File: src/rtl/tdc_pair_scheduler.sv
// tdc_pair_scheduler
// Buffers start/stop timestamp pairs from NCH TDC channels and issues them,
// one complete pair at a time, to a single shared differencer. Channels are
// served round-robin. A start that waits too long for its stop is discarded,
// and samples that arrive while a channel already holds a full pair are counted.
module tdc_pair_scheduler #(
    parameter int NCH    = 4,
    parameter int W      = 37,
    parameter int SETTLE = 3,
    parameter int TMO    = 1000
) (
    input  logic                      clk,
    input  logic                      rst,
    input  logic                      en,
    input  logic [NCH-1:0]            ch_dval,
    input  logic [NCH*W-1:0]          ch_data,
    output logic                      mux_dval,
    output logic [W-1:0]              mux_data,
    output logic [$clog2(NCH)-1:0]    mux_ch,
    output logic                      busy,
    output logic [NCH-1:0]            tmo_pulse,
    output logic [NCH*8-1:0]          ovf_cnt
);

    localparam int CW = $clog2(NCH);

    typedef enum logic [1:0] {
        ST_IDLE,
        ST_SEND_START,
        ST_SEND_STOP,
        ST_SETTLE
    } fsm_t;

    typedef enum logic [1:0] {
        BUF_EMPTY,
        BUF_HALF,
        BUF_FULL
    } buf_t;

    fsm_t            state_reg;
    fsm_t            state_next;
    logic [CW-1:0]   last_grant_reg;
    logic [CW-1:0]   grant_idx;
    logic            grant_found;
    logic            grant_fire;
    logic [7:0]      settle_cnt_reg;
    logic [W-1:0]    hold_stop_reg;
    logic [NCH-1:0]  full_vec;
    logic [NCH*W-1:0] start_all;
    logic [NCH*W-1:0] stop_all;

    // Round-robin search: first FULL channel strictly after the last grant.
    always_comb begin
        int idx;
        idx         = 0;
        grant_found = 1'b0;
        grant_idx   = '0;
        for (int i = 1; i <= NCH; i++) begin
            idx = (int'(last_grant_reg) + i) % NCH;
            if (!grant_found && full_vec[CW'(idx)]) begin
                grant_found = 1'b1;
                grant_idx   = CW'(idx);
            end
        end
        grant_fire = grant_found && en && (state_reg == ST_IDLE);
    end

    // Next-state logic for the pair-issue sequencer.
    always_comb begin
        state_next = state_reg;
        case (state_reg)
            ST_IDLE:       if (grant_fire) state_next = ST_SEND_START;
            ST_SEND_START: state_next = ST_SEND_STOP;
            ST_SEND_STOP:  state_next = ST_SETTLE;
            ST_SETTLE:     if (settle_cnt_reg == 8'(SETTLE - 1)) state_next = ST_IDLE;
            default:       state_next = ST_IDLE;
        endcase
    end

    // Sequencer state and registered outputs; outputs are loaded one edge ahead
    // so they line up with the state they belong to.
    always_ff @(posedge clk or negedge rst) begin
        if (!rst) begin
            state_reg      <= ST_IDLE;
            last_grant_reg <= CW'(NCH - 1);
            settle_cnt_reg <= '0;
            hold_stop_reg  <= '0;
            mux_dval       <= 1'b0;
            mux_data       <= '0;
            mux_ch         <= '0;
            busy           <= 1'b0;
        end else begin
            state_reg <= state_next;
            busy      <= (state_next != ST_IDLE);
            case (state_reg)
                ST_IDLE: begin
                    if (grant_fire) begin
                        mux_dval       <= 1'b1;
                        mux_data       <= start_all[grant_idx*W +: W];
                        mux_ch         <= grant_idx;
                        last_grant_reg <= grant_idx;
                        // The channel buffer may refill next cycle, so keep the stop here.
                        hold_stop_reg  <= stop_all[grant_idx*W +: W];
                    end
                end
                ST_SEND_START: begin
                    mux_dval <= 1'b1;
                    mux_data <= hold_stop_reg;
                end
                ST_SEND_STOP: begin
                    mux_dval       <= 1'b0;
                    settle_cnt_reg <= '0;
                end
                ST_SETTLE: begin
                    settle_cnt_reg <= settle_cnt_reg + 8'd1;
                end
                default: begin
                    mux_dval <= 1'b0;
                end
            endcase
        end
    end

    // Per-channel two-word buffer, start timeout and overflow counter.
    for (genvar gi = 0; gi < NCH; gi++) begin : g_ch
        buf_t          buf_reg;
        logic [W-1:0]  start_reg;
        logic [W-1:0]  stop_reg;
        logic [15:0]   timer_reg;
        logic [7:0]    ovf_reg;
        logic          tmo_reg;
        logic          take;
        logic          dval;
        logic [W-1:0]  data;

        assign take = grant_fire && (grant_idx == CW'(gi));
        assign dval = ch_dval[gi];
        assign data = ch_data[gi*W +: W];

        // Buffer state machine; a grant empties the buffer, a new sample in the
        // same cycle becomes the next start.
        always_ff @(posedge clk or negedge rst) begin
            if (!rst) begin
                buf_reg   <= BUF_EMPTY;
                start_reg <= '0;
                stop_reg  <= '0;
                timer_reg <= '0;
                ovf_reg   <= '0;
                tmo_reg   <= 1'b0;
            end else begin
                tmo_reg <= 1'b0;
                case (buf_reg)
                    BUF_EMPTY: begin
                        if (dval) begin
                            buf_reg   <= BUF_HALF;
                            start_reg <= data;
                            timer_reg <= '0;
                        end
                    end
                    BUF_HALF: begin
                        if (dval) begin
                            buf_reg  <= BUF_FULL;
                            stop_reg <= data;
                        end else if (timer_reg == 16'(TMO - 1)) begin
                            buf_reg <= BUF_EMPTY;
                            tmo_reg <= 1'b1;
                        end else begin
                            timer_reg <= timer_reg + 16'd1;
                        end
                    end
                    BUF_FULL: begin
                        if (take) begin
                            if (dval) begin
                                buf_reg   <= BUF_HALF;
                                start_reg <= data;
                                timer_reg <= '0;
                            end else begin
                                buf_reg <= BUF_EMPTY;
                            end
                        end else if (dval && (ovf_reg != 8'hFF)) begin
                            ovf_reg <= ovf_reg + 8'd1;
                        end
                    end
                    default: buf_reg <= BUF_EMPTY;
                endcase
            end
        end

        assign full_vec[gi]          = (buf_reg == BUF_FULL);
        assign start_all[gi*W +: W]  = start_reg;
        assign stop_all[gi*W +: W]   = stop_reg;
        assign ovf_cnt[gi*8 +: 8]    = ovf_reg;
        assign tmo_pulse[gi]         = tmo_reg;
    end

endmodule

File: config.mk
export PLATFORM = sky130hd
export DESIGN_NAME = tdc_pair_scheduler
export DESIGN_NICKNAME = d
export VERILOG_FILES = /design/src/rtl/tdc_pair_scheduler.sv
export SDC_FILE = /design/constraint.sdc
export NUM_CORES = 1
export LEC_CHECK = 0
export ABC_CLOCK_PERIOD_IN_PS = 3610
export BUFFER_PORTS_ARGS = -buffer_cell sky130_fd_sc_hd__buf_4
export CORE_MARGIN = 1
export CORE_UTILIZATION = 60
export CTS_BUF_LIST = sky130_fd_sc_hd__clkbuf_8
export DETAILED_ROUTE_END_ITERATION = 8
export PLACE_DENSITY_LB_ADDON = 0.2
export SLEW_MARGIN = 40
export SYNTH_ARGS = -nofsm -noshare
export SYNTH_HDL_FRONTEND = slang
export SYNTH_SLANG_ARGS = --single-unit
File: constraint.sdc
create_clock -name clk -period 3.61 [get_ports clk]
set_input_delay 0.1805 -clock clk [delete_from_list [all_inputs] [get_ports clk]]
set_output_delay 0.1805 -clock clk [all_outputs]
set_load 0.005 [all_outputs]
==> results of run 1 <==
-- cell usage after synthesis (6+ instances only) --
library cell,instances
a31oi_1,12
a31o_2,39
clkbuf_1,70
o21ai_0,79
and3_1,24
buf_4,9
buf_6,7
buf_2,23
nand4_1,26
and4_1,6
nor3_1,16
a22o_1,37
xor2_1,14
a21oi_1,36
xnor2_1,29
mux2_2,282
nand2_1,366
nor2_1,41
dfrtp_1,492
nand3_1,120
mux2i_1,85
ha_1,10
mux2_4,19
buf_1,6
or3_1,16
nor2b_1,9
inv_1,26
nand2b_1,11
-- final timing paths --
path	cells past startpoint	startpoint	slack [ns]	to
min	2	rst	0.11	g_ch[3].ovf_reg[2]
max reg2reg	7	g_ch[2].buf_reg[1]	0.52	g_ch[1].timer_reg[3]
min in group clk	4	ch_data[22]	0.30	g_ch[0].start_reg[22]
min reg2reg	1	g_ch[2].timer_reg[8]	0.48	g_ch[2].timer_reg[8]
max	7	g_ch[2].buf_reg[1]	0.52	g_ch[1].timer_reg[3]
max in group asynchronous	3	rst	2.55	g_ch[3].stop_reg[11]
-- kinds of logic (layout without fill, tap and decap cells) --
kind of cell	after synthesis	count (layout)	synth area share, %
XOR/XNOR	43	43	1.66
flip-flops	494	494	54.6
buffers and inverters	141	593	2.85
AND/OR/NAND/NOR	667	667	13.4
adder cells (fa/ha/maj)	10	10	0.553
multiplexers	386	386	19.0
AO/OA/AOI/OAI	248	248	7.84
-- power by group through the flow --
stage	Combinational (W)	Sequential (W)	Clock (W)
after global routing	0.0113	0.00959	0.00528
after detailed placement	0.0102	0.00933	0
after global placement	0.00991	0.00919	0
after CTS	0.0104	0.00927	0.00502
after floorplan	0.00743	0.00889	0
final	0.0106	0.00934	0.00498
-- cell usage in the layout (no fill, tap or decap), types with 50 or more instances in the layout --
cell,instances
o21ai_0,79
buf_4,258
dlygate4sd3_1,154
nand2_1,361
clkbuf_8,110
mux2i_1,85
nand3_1,120
mux2_2,282
dfrtp_1,492
inv_1,50
-- through the flow --
| stage | instance area (um2) | setup WS, ns | utilization, % | hold slack [ns] | instances |
|---|---|---|---|---|---|
| after detailed placement | 24900 | 0.555 | 67.7 | 0.200 | 2646 |
| after CTS | 28200 | 0.554 | 76.4 | 0.118 | 2944 |
| after floorplan | 22600 | 1.18 | - | -0.115 | 1989 |
| after global placement | 24900 | 0.626 | 67.6 | 0.203 | 2645 |
| final | 28200 | 0.515 | 76.5 | 0.108 | 2945 |
| after global routing | 28200 | 0.342 | 76.5 | 0.150 | 2945 |
-- final cells by class --
type	instances	share of cell area (%)
Inverter	26	0.346
Multi-Input combinational cell	1354	34.5
Clock inverter	34	0.568
Clock buffer	110	5.37
Sequential cell	494	43.9
Timing Repair Buffer	423	13.1
Tap cell	504	2.24
-- layer usage --
metal | part of all wire, % | routed length (um) | vias up | GRT usage [%]
met2 | 49 | 30900 | 721 | 54.5
met4 | 3.3 | 2050 | 4 | 14.1
li1 | - | - | 7810 | -
met1 | 40 | 24900 | 8854 | 42.7
met5 | 0.037 | 23 | - | 0
met3 | 7.4 | 4600 | 155 | 6.74
-- repair_timing --
action,in CTS,in global routing
endpoints found under the setup margin,0,0
endpoints found under the hold margin,383,0
setup buffers,0,0
hold buffers,154,0
-- worst reg2reg max path, delay by kind of cell (launching register included) --
family	cells	cell delay, ns
AOI/OAI and AO/OA	3	0.79
buffers and inverters	1	0.55
DFF	1	0.43
and+or+nand+nor	3	1.19
==> run_results.csv, run 1 <==
group,metric,value,unit
sta,fin_crit_sh,85.7,%
power_and_ir_drop,power.leakage,13.1,nW
critical_path,path_delay_family,"simple AND/OR/NAND/NOR gates",
logic_synthesis,syn_area,0.0226,mm2
final_layout,n_fill_cell,2328,
logic_synthesis,synthArstFlopShare,100,%
global_routing,grt_max_degree,112,
floorplan,rows,70,
critical_path,crit_path_max_fanout,37,
power_and_ir_drop,internal_power,0.0155,W
floorplan,start_util,61.4,%
clock_tree,cts_resized,0,
power_and_ir_drop,power.share.clock,20.0,%
placement,port_buffers,231,
power_and_ir_drop,power_frac_comb,42.5,%
final_layout,drive_gt1_share,31.3,%
power_and_ir_drop,p_total,0.0249,W
critical_path,max_stage_delay,0.55,ns
logic_synthesis,ys_seq_elements,494,
sta,hold_viol,0,
critical_path,worst_ep_arrival_time,3.60,ns
logic_synthesis,synth-edff-count,0,
logic_synthesis,synth_top_area_share,54.4,%
sta,period_minus_slack,3.09,ns
global_routing,grt_usage,33.1,%
power_and_ir_drop,p_sw,0.00933,W
detailed_routing,drc,0,
detailed_routing,wire_per_inst,21.2,um
clock_tree,worstSkewPairLatency,0.65,ns
critical_path,timing.critical_path.slowest_stage_cell,"buf_4",
logic_synthesis,yosys_warnings,0,
power_and_ir_drop,switching_share,37.5,%
placement,hpwl,37400,um
sta,clock.fmax,323,MHz
sta,rsz0062_at_grt,"false",
floorplan,die_x,196,um
sta,finalClockSkew,0.0382,ns
power_and_ir_drop,ir_worst_vdd,0.878,mV
sta,drv_slew,0,
critical_path,crit_top_cell,"o41ai_4",
flow_run,maxCapViolCount,0,
global_routing,gr-total-overflow,0,
power_and_ir_drop,seq_power_share,37.5,%
critical_path,crit_type,"flop to flop",
critical_path,cp.required,4.11,ns
final_layout,regArea,0.0124,mm2
critical_path,crit_path_end_kind,"flop",
logic_synthesis,yosysUniqueCellTypes,72,
final_layout,antenna_cells,0,
logic_synthesis,ys_top_cells_by_area,"dfrtp_1 54%, mux2_2 14%, nand2_1 6.1%, mux2i_1 3.8%, nand3_1 2.7%",
clock_tree,cts_max_level,3,
floorplan,coreArea,0.0369,mm2
critical_path,cp-start-kind,"flop",
power_and_ir_drop,p_per_area,882,mW/mm2
clock_tree,cts_tree,"done",
final_layout,multi_input_area,0.00973,mm2
logic_synthesis,yosysTopAreaCell,"dfrtp_1",
logic_synthesis,yosysSeqAreaShare,54.6,%
detailed_routing,num_vias,17500,
sta,worstMarginPinSlew,0.872,ns
global_routing,grt_pass1_vias,18400,
final_layout,nets,2546,
logic_synthesis,synth.avg_cell_area,11.4,um2
floorplan,io_pins,232,
sta,setup_tns,0,ns
sta,report.final.setup_viol,0,
floorplan,fp.dieH,196,um
detailed_routing,ant_nets,0,
logic_synthesis,synth_ff_type,"dfrtp_1",
logic_synthesis,synth_nets,2154,
floorplan,die_area,0.0385,mm2
detailed_routing,viasPerCell,5.96,
logic_synthesis,syn_inst,1989,
critical_path,path_buf_inv,1,
clock_tree,cts_num_sinks,494,
status,outcome,"complete, no violations",
placement,place_congestion,0.891,
clock_tree,clk_pin_slew,0.06,ns
sta,slew_headroom,41.8,%
detailed_routing,totalWireLength,62500,um
global_routing,grt_pass1_wl,98500,um
hold_path,hold_class,"primary input to async pin",
critical_path,path_cells,"nor2b_1, o41ai_4, or2_4, o41ai_4, buf_4, nand2b_1, o221ai_1",
global_routing,antenna_found_initial,2,
final_layout,syn2layout_area_growth,24.5,%
detailed_routing,dr.first_iter.drc_count,1118,
detailed_routing,drt_pass1_iterations,6,
clock_tree,cts_root_buf,"clkbuf_8",
clock_tree,cts_buffers,82,
clock_tree,cts_buffer_depth,3,
(Power assumes the default switching activity.)
==> inputs of run 2 (changes only) <==
--- a/config.mk
+++ b/config.mk
@@ -6,7 +6,7 @@
 export NUM_CORES = 1
 export LEC_CHECK = 0
 export ABC_CLOCK_PERIOD_IN_PS = 3610
-export BUFFER_PORTS_ARGS = -buffer_cell sky130_fd_sc_hd__buf_4
+export BUFFER_PORTS_ARGS = -buffer_cell sky130_fd_sc_hd__buf_2
 export CORE_MARGIN = 1
 export CORE_UTILIZATION = 60
 export CTS_BUF_LIST = sky130_fd_sc_hd__clkbuf_8
==> run_results.csv, run 2 (synthesized netlist as in run 1, its figures left out) <==
group,metric,value,unit
status,outcome,"complete, no violations",
floorplan,io_pins,232,
final_layout,layout_common_cells,"492 x dfrtp_1, 361 x nand2_1, 282 x mux2_2",
critical_path,crit_path_max_fanout,66,
global_routing,grt_pass1_vias,18200,
global_routing,gr-total-overflow,0,
final_layout,layout_commonest_cell,"dfrtp_1",
clock_tree,cts_buffers,81,
global_routing,grt_usage,32.7,%
critical_path,max_stage_delay,0.54,ns
sta,setup_ws,0.498,ns
critical_path,crit_path_start,"g_ch[2].buf_reg[1]",
global_routing,antenna_found_initial,3,
clock_tree,cts_root_buf,"clkbuf_8",
detailed_routing,dr.first_iter.drc_count,1022,
clock_tree,postCtsHoldBufs,154,
power_and_ir_drop,p_per_area,892,mW/mm2
flow_run,maxCapViolCount,0,
sta,slew_headroom,44.5,%
critical_path,path_cells,"nor2b_1, o221a_1, o21a_4, buf_12, nand4_1, and3_1, a31o_2",
detailed_routing,drc,0,
critical_path,regToRegSetupSlack,0.50,ns
sta,finalClockSkew,0.0156,ns
placement,dp_slack,0.487,ns
sta,report.final.setup_viol,0,
floorplan,die_area,0.0385,mm2
critical_path,crit_type,"flop to flop",
floorplan,fp.dieH,196,um
critical_path,timing.critical_path.slowest_stage_cell,"nor2b_1",
clock_tree,cts_num_sinks,494,
clock_tree,worstSkewPairLatency,0.64,ns
final_layout,nets,2546,
placement,place_congestion,0.868,
critical_path,reg2reg_to,"g_ch[2].timer_reg[1]",
clock_tree,cts_max_level,3,
floorplan,start_util,61.4,%
detailed_routing,wire_per_inst,20.8,um
floorplan,rows,70,
clock_tree,cts_tree,"done",
clock_tree,cts_buffer_depth,3,
global_routing,grt_pass1_wl,97800,um
placement,hpwl,36100,um
final_layout,n_fill_cell,2419,
sta,period_minus_slack,3.11,ns
sta,hold_viol,0,
sta,rsz0062_at_grt,"false",
final_layout,syn2layout_area_growth,21.9,%
power_and_ir_drop,power.leakage,12.9,nW
floorplan,die_x,196,um
detailed_routing,viasPerCell,5.93,
sta,worstMarginPinSlew,0.830,ns
critical_path,worst_ep_arrival_time,3.62,ns
detailed_routing,totalWireLength,61300,um
detailed_routing,num_vias,17500,
floorplan,coreArea,0.0369,mm2
critical_path,cp-start-kind,"flop",
clock_tree,cts_setup_buffers,0,
critical_path,cp.required,4.12,ns
placement,port_buffers,231,
sta,drv_slew,0,
sta,fin_crit_sh,86.2,%
critical_path,worst-r2r-cell-count,7,
clock_tree,cts_resized,0,
critical_path,crit_path_end_kind,"flop",
detailed_routing,ant_nets,0,
power_and_ir_drop,ir_worst_vdd,0.880,mV
final_layout,drive_gt1_share,31.3,%
hold_path,hold_class,"primary input to async pin",
global_routing,grt_max_degree,107,
sta,setup_tns,0,ns
critical_path,path_delay_family,"simple AND/OR/NAND/NOR gates",
critical_path,rr_startpoint,"g_ch[2].buf_reg[1]",
detailed_routing,drt_pass1_iterations,7,
sta,clock.fmax,321,MHz
critical_path,path_buf_inv,1,
clock_tree,clk_pin_slew,0.06,ns
## run 2: changes by cell type in the layout (fill, tap and decap cells not counted), moves of 2 or more
cell      previous run  this run
buf_2                0       230
buf_4              258        27
clkbuf_8           110       108
clkinv_2             7        10
diode_2              0         2
## run 2: layout make-up
| type | count | area (um2) | area share, % |
|---|---|---|---|
| inverters | 26 | 97.6 | 0.354 |
| clock inverters | 35 | 151 | 0.548 |
| clock buffers | 108 | 1490 | 5.38 |
| repair buffers | 424 | 3140 | 11.4 |
| multi-input cells | 1354 | 9730 | 35.2 |
| flip-flops and latches | 494 | 12400 | 44.8 |
| well taps | 504 | 631 | 2.28 |
| diodes | 2 | 5.00 | 0.0181 |
## run 2: worst max path at each step
stage / to / slack [ns] / cells past startpoint
floorplan: g_ch[3].start_reg[17] / 1.18 / 9
global placement: g_ch[2].timer_reg[1] / 0.61 / 7
detailed placement: g_ch[2].timer_reg[1] / 0.49 / 7
CTS: g_ch[2].timer_reg[1] / 0.47 / 7
global route: g_ch[2].timer_reg[1] / 0.22 / 7
finish: g_ch[2].timer_reg[1] / 0.50 / 7
## run 2: metal layers
metal,GRT usage (%),wire length [um],up-vias
met4,13.2,1920,2
met2,54.5,30200,706
met3,5.78,4150,144
met1,42.6,25100,8800
li1,-,-,7823
met5,0,10,-
## run 2: power breakdown
| part | total (W) | internal, W | leakage (nW) | switching [W] |
|---|---|---|---|---|
| logic | 0.0104 | 0.00485 | 5.89 | 0.00557 |
| registers | 0.00927 | 0.00784 | 6.12 | 0.00143 |
| clock network | 0.00493 | 0.00266 | 0.938 | 0.00227 |
## run 2: per-stage QoR
stage | hold WS [ns] | cell area (um2) | utilization, % | power (W) | std cells
finish | 0.0586 | 27600 | 74.9 | 0.0246 | 2947
CTS | 0.221 | 27600 | 74.8 | 0.0245 | 2944
global placement | 0.296 | 24400 | 66.1 | 0.0189 | 2646
detailed placement | 0.304 | 24400 | 66.1 | 0.0194 | 2647
global route | 0.0860 | 27600 | 74.9 | 0.0260 | 2947
floorplan | -0.115 | 22600 | - | 0.0163 | 1989
